File: config.mk
export PLATFORM = sky130hd
export DESIGN_NAME = mem_arbiter
export DESIGN_NICKNAME = d
export VERILOG_FILES = /design/src/rtl/mem_arbiter.sv
export SDC_FILE = /design/constraint.sdc
export NUM_CORES = 1
export LEC_CHECK = 0
export BUFFER_PORTS_ARGS = -buffer_cell sky130_fd_sc_hd__buf_2
export CAP_MARGIN = 10
export CORE_MARGIN = 10
export CORE_UTILIZATION = 35
export CTS_CLUSTER_DIAMETER = 120
export DETAILED_ROUTE_END_ITERATION = 10
export MAX_ROUTING_LAYER = met4
export PLACE_DENSITY = 0.73
export SKIP_CTS_REPAIR_TIMING = 1
export SYNTH_ARGS = -nofsm -noshare
export SYNTH_HDL_FRONTEND = slang
export SYNTH_SLANG_ARGS = --single-unit
export TNS_END_PERCENT = 30
File: constraint.sdc
create_clock -name clk -period 4.8 [get_ports clk]
set_input_delay 0.48 -clock clk [delete_from_list [all_inputs] [get_ports clk]]
set_output_delay 0.48 -clock clk [all_outputs]
set_load 0.02 [all_outputs]
File: src/rtl/mem_arbiter.sv
// Two-port round-robin arbiter/sequencer for a shared single-port word memory.
// Optional performance counters are enabled by defining MEM_ARB_PERF_EN.
//
// state    | meaning
// ---------+-----------------------------------------------------------
// S_IDLE   | waiting for a request; picks winner and latches its fields
// S_ACCESS | one-cycle read or write strobe to memory from the latches
// S_RESP   | waiting for mem_done; pulses done for the granted port
module mem_arbiter #(
    parameter int RESET_PRIO = 0,
    parameter int PERF_W     = 32
) (
    input  logic              clk,
    input  logic              rst_n,
    input  logic              p0_req,
    input  logic              p0_we,
    input  logic [31:0]       p0_addr,
    input  logic [31:0]       p0_wdata,
    input  logic [3:0]        p0_wmask,
    output logic [31:0]       p0_rdata,
    output logic              p0_done,
    input  logic              p1_req,
    input  logic              p1_we,
    input  logic [31:0]       p1_addr,
    input  logic [31:0]       p1_wdata,
    input  logic [3:0]        p1_wmask,
    output logic [31:0]       p1_rdata,
    output logic              p1_done,
    output logic [31:0]       mem_addr,
    output logic [31:0]       mem_wdata,
    output logic [3:0]        mem_wmask,
    output logic              mem_wstrobe,
    output logic              mem_rstrobe,
    input  logic [31:0]       mem_rdata,
    input  logic              mem_done
`ifdef MEM_ARB_PERF_EN
    ,
    output logic [PERF_W-1:0] perf_grant0,
    output logic [PERF_W-1:0] perf_grant1,
    output logic [PERF_W-1:0] perf_conflict
`endif
);

    typedef enum logic [1:0] {
        S_IDLE   = 2'd0,
        S_ACCESS = 2'd1,
        S_RESP   = 2'd2
    } state_t;

    // last_grant starts as the loser so RESET_PRIO wins the first contention
    localparam logic LP_LAST_RST = (RESET_PRIO == 0);

    if (PERF_W < 1 || RESET_PRIO < 0 || RESET_PRIO > 1) begin : g_bad_param
        $error("mem_arbiter: RESET_PRIO must be 0 or 1 and PERF_W >= 1");
    end

    state_t      r_state;
    state_t      w_state_nxt;
    logic        r_grant;
    logic        r_last_grant;
    logic        r_we;
    logic [31:0] r_addr;
    logic [31:0] r_wdata;
    logic [3:0]  r_wmask;
    logic        w_pick;
    logic        w_latch;
    logic        w_complete;

    always_comb begin
        w_state_nxt = r_state;
        w_latch     = 1'b0;
        w_complete  = 1'b0;
        w_pick      = (p0_req & p1_req) ? ~r_last_grant : p1_req;
        case (r_state)
            S_IDLE: begin
                if (p0_req | p1_req) begin
                    w_latch     = 1'b1;
                    w_state_nxt = S_ACCESS;
                end
            end
            S_ACCESS: w_state_nxt = S_RESP;
            S_RESP: begin
                if (mem_done) begin
                    w_complete  = 1'b1;
                    w_state_nxt = S_IDLE;
                end
            end
            default: w_state_nxt = S_IDLE;
        endcase
    end

    always_ff @(posedge clk or negedge rst_n) begin
        if (!rst_n) begin
            r_state      <= S_IDLE;
            r_last_grant <= LP_LAST_RST;
        end else begin
            r_state <= w_state_nxt;
            if (w_complete) begin
                r_last_grant <= r_grant;
            end
        end
    end

    always_ff @(posedge clk or negedge rst_n) begin
        if (!rst_n) begin
            r_grant <= 1'b0;
            r_we    <= 1'b0;
            r_addr  <= '0;
            r_wdata <= '0;
            r_wmask <= '0;
        end else if (w_latch) begin
            r_grant <= w_pick;
            r_we    <= w_pick ? p1_we    : p0_we;
            r_addr  <= w_pick ? p1_addr  : p0_addr;
            r_wdata <= w_pick ? p1_wdata : p0_wdata;
            r_wmask <= w_pick ? p1_wmask : p0_wmask;
        end
    end

    assign mem_addr    = r_addr;
    assign mem_wdata   = r_wdata;
    assign mem_wmask   = r_wmask;
    assign mem_rstrobe = (r_state == S_ACCESS) & ~r_we;
    assign mem_wstrobe = (r_state == S_ACCESS) &  r_we;

    assign p0_done  = w_complete & ~r_grant;
    assign p1_done  = w_complete &  r_grant;
    assign p0_rdata = mem_rdata;
    assign p1_rdata = mem_rdata;

`ifdef MEM_ARB_PERF_EN
    localparam logic [PERF_W-1:0] LP_ONE = 1;

    always_ff @(posedge clk or negedge rst_n) begin
        if (!rst_n) begin
            perf_grant0   <= '0;
            perf_grant1   <= '0;
            perf_conflict <= '0;
        end else begin
            if (p0_done) begin
                perf_grant0 <= perf_grant0 + LP_ONE;
            end
            if (p1_done) begin
                perf_grant1 <= perf_grant1 + LP_ONE;
            end
            if (r_state == S_IDLE && p0_req && p1_req) begin
                perf_conflict <= perf_conflict + LP_ONE;
            end
        end
    end
`endif

endmodule

==> results of run 1 <==
-- area by class of cell --
type	instances	area share (%)
clock buffer	9	4.03
clock inverter	7	0.850
inverter	2	0.134
multi-input combinational	152	38.7
sequential	73	32.7
tap	176	3.94
timing repair buffer	216	19.7
-- synth_stat cells --
cell type | instances | area (um^2)
mux2i_1 | 3 | 30.0
nor3_4 | 1 | 16.3
nor2b_1 | 1 | 6.26
o21ai_0 | 1 | 5.00
nor2_1 | 4 | 15.0
a21o_1 | 1 | 7.51
dfstp_2 | 1 | 26.3
buf_2 | 1 | 5.00
buf_4 | 70 | 526
nand2b_1 | 2 | 12.5
mux2_4 | 136 | 2040
buf_6 | 1 | 11.3
a21bo_1 | 1 | 10.0
nand2_1 | 1 | 3.75
buf_12 | 7 | 140
inv_1 | 2 | 7.51
dfrtp_1 | 72 | 1800
and3_1 | 1 | 6.26
-- report_power, final --
group / total [mW] / internal, mW / switching, mW / leakage, nW
clock: 0.607 / 0.348 / 0.259 / 0.131
sequential: 1.12 / 0.940 / 0.181 / 0.852
combinational: 1.89 / 0.975 / 0.915 / 2.03
total: 3.62 / 2.26 / 1.35 / 3.01
-- placed cells by master (no fill, tap or decap) --
master      synthesis  final
buf_4              70      2
nand2_1             1      1
nor3_4              1      1
mux2i_1             3      3
buf_12              7      1
and3_1              1      1
inv_1               2      2
o21ai_0             1      1
clkinv_4            0      2
a21bo_4             0      1
nor2b_1             1      1
dfrtp_1            72     72
buf_2               1    213
clkinv_2            0      3
a21o_1              1      1
clkinvlp_4          0      2
nor2_1              4      4
mux2_4            136    136
dfstp_2             1      1
nand2b_1            2      2
clkbuf_16           0      9
-- final timing paths --
check | end | startpoint | cells past startpoint | slack (ns)
min in group clk | r_state[1] | mem_done | 2 | 0.37
max in group asynchronous | mem_wdata[30] | rst_n | 1 | 3.92
worst min-delay path | mem_addr[28] | rst_n | 1 | 0.29
worst max register to register | mem_addr[7] | r_last_grant | 4 | 2.20
worst min register to register | mem_wdata[30] | mem_wdata[30] | 1 | 0.50
worst max-delay path | mem_addr[7] | r_last_grant | 4 | 2.20
-- critical path: cells and delay by family, from the launching register on --
family	cells	cell delay [ns]
mux	2	0.60
compound gates	1	0.84
flops	1	0.54
buf+inv	1	0.49
-- state kept, by name, indices dropped and copies added (netlist names) --
register / cells
mem_addr: 32
r_last_grant: 1
mem_wdata: 32
r_grant: 1
r_state: 2
mem_wmask: 4
r_we: 1
-- per-layer routing --
metal,vias to the layer above,part of all wire [%]
met5,-,0
met4,0,2.3
met3,33,8.2
met2,127,52
met1,1349,38
li1,1292,-
-- per-stage QoR --
stage	utilization, %	hold WS (ns)	area, um^2
floorplan	-	0.184	4670
global placement	40.5	0.488	5320
detailed placement	40.5	0.492	5320
CTS	42.6	0.324	5590
global route	42.6	0.371	5590
finish	42.6	0.292	5590
-- kinds of logic (layout without fill, tap and decap cells) --
family | count (synthesis) | count (layout)
mux | 139 | 139
buf+inv | 81 | 234
flops | 73 | 73
simple gates | 10 | 10
compound gates | 3 | 3
==> qor.yml, run 1 <==
status: "completed"
regArea_um2: 1830
avgSynthCellArea_um2: 15.3
syn2layout_area_growth_pct: 19.7
finalHoldViolCount: 0
viasPerCell: 4.41
yosys.area_share.xor_xnor_pct: 0
p_per_area_nw_per_um2: 647
yosysWarnings: 0
cts_buffers: 9
relSlewSlack_pct: 27.5
synth_top_family_by_area: "multiplexers"
grt_first_pass_wirelength_um: 17800
boundaryPins: 311
cpPeakStageDelay_ns: 0.84
setup_viol_count_final: 0
dp_slack_ns: 2.05
grt_pass1_vias: 3410
firstDrtPassIters: 4
critPathKind: "register to register"
die_y_um: 136
grtUsageMet3_pct: 3.97
fin_nets: 629
rows: 42
grt_setup_unrepaired: "false"
gr-max-usage-layer: "met2"
root_buffer: "clkbuf_16"
die_w_um: 136
p_leak_nw: 3.01
antenna_found_initial: 0
timing.fmax_mhz: 384
gp_congestion: 0.794
start_util_pct: 35.6
slew_violations: 0
clock_skew_ns: 0.00840
synth_compound_area_share_pct: 0.482
worstMarginPinSlew_ns: 1.09
hpwl_um: 8690
diodes: 0
grtUsageMet1_pct: 12.7
drtIter0Drc: 83
dp_cells: 619
clk_latency_ns: 0.33
cts.sinks: 73
drc: 0
grtUsageMet2_pct: 21.5
synthesis.area_um2: 4670
fin_crit_sh_pct: 54.3
syn-instance-count: 306
worst_slack_ns: 2.20
grt-ovfl-total: 0
power_mw: 3.62
yosys.area_share.simple_pct: 1.29
grt_start_max_net_pins: 74
ant_nets: 0
synth_fa_ha_area_share_pct: 0
cts.path.max_buffers: 2
startpoint_type: "register"
yosysUniqueCellTypes: 18
cts-htree-levels: 3
ys_seq_area_share_pct: 39.1
wl_um: 11400
fin_cells: 635
multi_input_comb_area_um2: 2160
cp-end-kind: "register"
synth_nets: 481
cp_max_fo: 52
cp_common_cell: "mux2_4"
cap_violations: 0
arrival_ns: 2.81
post-route-min-period_ns: 2.60
portBuffers: 214
fp.dieArea_um2: 18400
dr_total_vias: 2801
fill_cells: 1230
grt.total_usage_pct: 12.4
cp_cell_sequence: "a21bo_4, buf_4, mux2_4, mux2_4"
ys_ff_latch: 73
ir_drop_uv: 251
worstPathRequired_ns: 5.01
core_um2: 13100
drt-wirelength-per-cell_um: 18.0
cpMaxStageDelayCell: "a21bo_4"
muxShareOfSynthArea_pct: 44.3
hp-class: "primary input to asynchronous set/reset pin"
cts_tree: "built"
clk_pin_slew_ns: 0.06
fin_setup_tns_ns: 0
layout-drive-gt1-share_pct: 80.8
No activity file was read; power rests on OpenSTA's default activity.
==> inputs of run 2 (changes only) <==
--- a/config.mk
+++ b/config.mk
@@ -5,6 +5,7 @@
 export SDC_FILE = /design/constraint.sdc
 export NUM_CORES = 1
 export LEC_CHECK = 0
+export ABC_AREA = 1
 export BUFFER_PORTS_ARGS = -buffer_cell sky130_fd_sc_hd__buf_2
 export CAP_MARGIN = 10
 export CORE_MARGIN = 10
@@ -12,7 +13,7 @@
 export CTS_CLUSTER_DIAMETER = 120
 export DETAILED_ROUTE_END_ITERATION = 10
 export MAX_ROUTING_LAYER = met4
-export PLACE_DENSITY = 0.73
+export PLACE_DENSITY = 0.76
 export SKIP_CTS_REPAIR_TIMING = 1
 export SYNTH_ARGS = -nofsm -noshare
 export SYNTH_HDL_FRONTEND = slang
==> constraint.sdc (replaced) <==
create_clock -name clk -period 2.2 [get_ports clk]
set_input_delay 0.22 -clock clk [delete_from_list [all_inputs] [get_ports clk]]
set_output_delay 0.22 -clock clk [all_outputs]
set_load 0.02 [all_outputs]
==> run 2 against run 1 <==
Compared with the run above: hold slack worse by 0.26 ns; via count up 57%; critical path depth up 1; first-iteration DRC count up 150%; global-route usage up 2.8 points; combinational power up 92%; sequential share of layout area about the same; flip-flop and latch count unchanged; setup slack worse by 1.6 ns.
==> qor.yml, run 2 <==
arrival_ns: 1.77
ys_ff_latch: 73
ant_nets: 0
grt_setup_unrepaired: "false"
cap_violations: 0
synth_ff_type: "dfrtp_1"
cp-startpoint: "r_last_grant"
boundaryPins: 311
fill_cells: 1326
multi_input_comb_area_um2: 1570
clk_pin_slew_ns: 0.06
reg2reg_from: "r_last_grant"
status: "completed"
yosysUniqueCellTypes: 14
cts_tree: "built"
cp_common_cell: "nand3_1"
yosysTopAreaCell: "dfrtp_1"
worstPathRequired_ns: 2.41
cpPeakStageDelay_ns: 0.60
relSlewSlack_pct: 37.9
grt_first_pass_wirelength_um: 22000
clk_latency_ns: 0.32
regArea_um2: 1830
finalHoldViolCount: 0
synth_nets: 854
drc: 0
slew_violations: 0
fin_nets: 984
drtIter0Drc: 205
fin_setup_tns_ns: 0
post-route-min-period_ns: 1.56
ys_seq_area_share_pct: 40.0
synthTopCellsByCount: "nand2_1, inv_1, nand3_1, dfrtp_1, buf_4"
cts_buffers: 9
power_mw: 7.38
syn2layout_area_growth_pct: 22.1
grt_pass1_vias: 4356
fin_crit_sh_pct: 70.7
p_per_area_nw_per_um2: 1320
dr_total_vias: 4390
crit_family: "buffers and inverters"
fp.dieArea_um2: 18000
setup_viol_count_final: 0
synthDominantCellAreaShare_pct: 39.4
startpoint_type: "register"
grt-ovfl-total: 0
synthesis.area_um2: 4570
rr_worst_depth: 5
wl_um: 13900
viasPerCell: 4.45
fin_area_um2: 5580
firstDrtPassIters: 4
hp-class: "primary input to asynchronous set/reset pin"
cpMaxStageDelayCell: "buf_4"
cp_cell_sequence: "nand2_2, buf_4, nand3_1, nand3_1, nand2_1"
reg2reg_to: "mem_addr[26]"
diodes: 0
synthArstFlopShare_pct: 100
layout-drive-gt1-share_pct: 29.1
cts.path.max_buffers: 2
syn-instance-count: 679
die_y_um: 134
ir_drop_uv: 667
die_w_um: 134
portBuffers: 214
drt-wirelength-per-cell_um: 14.1
synth_area_leaders: "dfrtp_1, nand2_1, nand3_1, inv_1, buf_4"
cp_max_fo: 69
placed_area_um2: 5310
start_util_pct: 35.9
gp_congestion: 0.821
cts.sinks: 73
cp-end-kind: "register"
synth-edff-count: 0
dp_cells: 970
rows: 41
timing.fmax_mhz: 643
avgSynthCellArea_um2: 6.73
hpwl_um: 9770
antenna_found_initial: 0
fin_cells: 986
yosysWarnings: 0
critPathBufInv: 1
worstMarginPinSlew_ns: 0.932
clock_skew_ns: 0.00501
p_leak_nw: 3.59
r2r_slack_ns: 0.64
core_um2: 12700
root_buffer: "clkbuf_16"
grt.total_usage_pct: 15.3
yosysMostFrequentCell: "nand2_1"
critPathKind: "register to register"
final_common_cell: "buf_2"
cts-htree-levels: 3
layout_common_cells: "buf_2, nand2_1, inv_1"
grt_start_max_net_pins: 74
run 2: cell type report:
type,count,area share [%]
flip-flops and latches,73,32.7
multi-input cells,364,28.1
repair buffers,219,20.8
inverters,142,9.55
clock buffers,14,4.73
well taps,172,3.85
clock inverters,2,0.224
run 2: worst max-delay path by stage:
stage	end	slack [ns]	depth (start not counted)
final	mem_addr[26]	0.64	5
after global routing	mem_wdata[27]	0.54	5
after CTS	mem_addr[26]	0.67	5
after detailed placement	mem_addr[26]	0.66	6
after global placement	mem_addr[26]	0.68	6
after floorplan	mem_addr[18]	1.02	6
run 2: logic make-up after synthesis:
family	share of synthesized area, %
compound gates	0.520
simple gates	33.6
buf+inv	25.9
flops	40.0
run 2: where the power goes:
part / switching [mW] / total (mW) / internal, mW / leakage, nW
clock: 0.533 / 1.36 / 0.825 / 0.133
combinational: 2.45 / 3.62 / 1.17 / 2.58
sequential: 0.364 / 2.40 / 2.04 / 0.884
run 2: per-stage QoR:
| step | setup slack, ns | util, % | hold slack (ns) |
|---|---|---|---|
| final | 0.645 | 43.9 | 0.0369 |
| after global placement | 0.678 | 41.7 | 0.422 |
| after floorplan | 1.02 | - | -0.0756 |
| after detailed placement | 0.661 | 41.7 | 0.427 |
| after global routing | 0.544 | 43.9 | 0.0941 |
| after CTS | 0.668 | 43.9 | 0.0755 |
run 2: worst reg2reg max path: stages (launching register included):
cell and delay [ns]:
dfstp_2 0.37, nand2_2 0.06, buf_4 0.60, nand3_1 0.23
nand3_1 0.13, nand2_1 0.05
run 2: per-layer routing:
layer,global-route usage (%),vias to the layer above,routed length [um]
met2,23.9,194,6430
met3,5.12,36,1080
li1,-,2209,-
met5,-,-,0
met4,5.56,0,326
met1,17.9,1951,6100
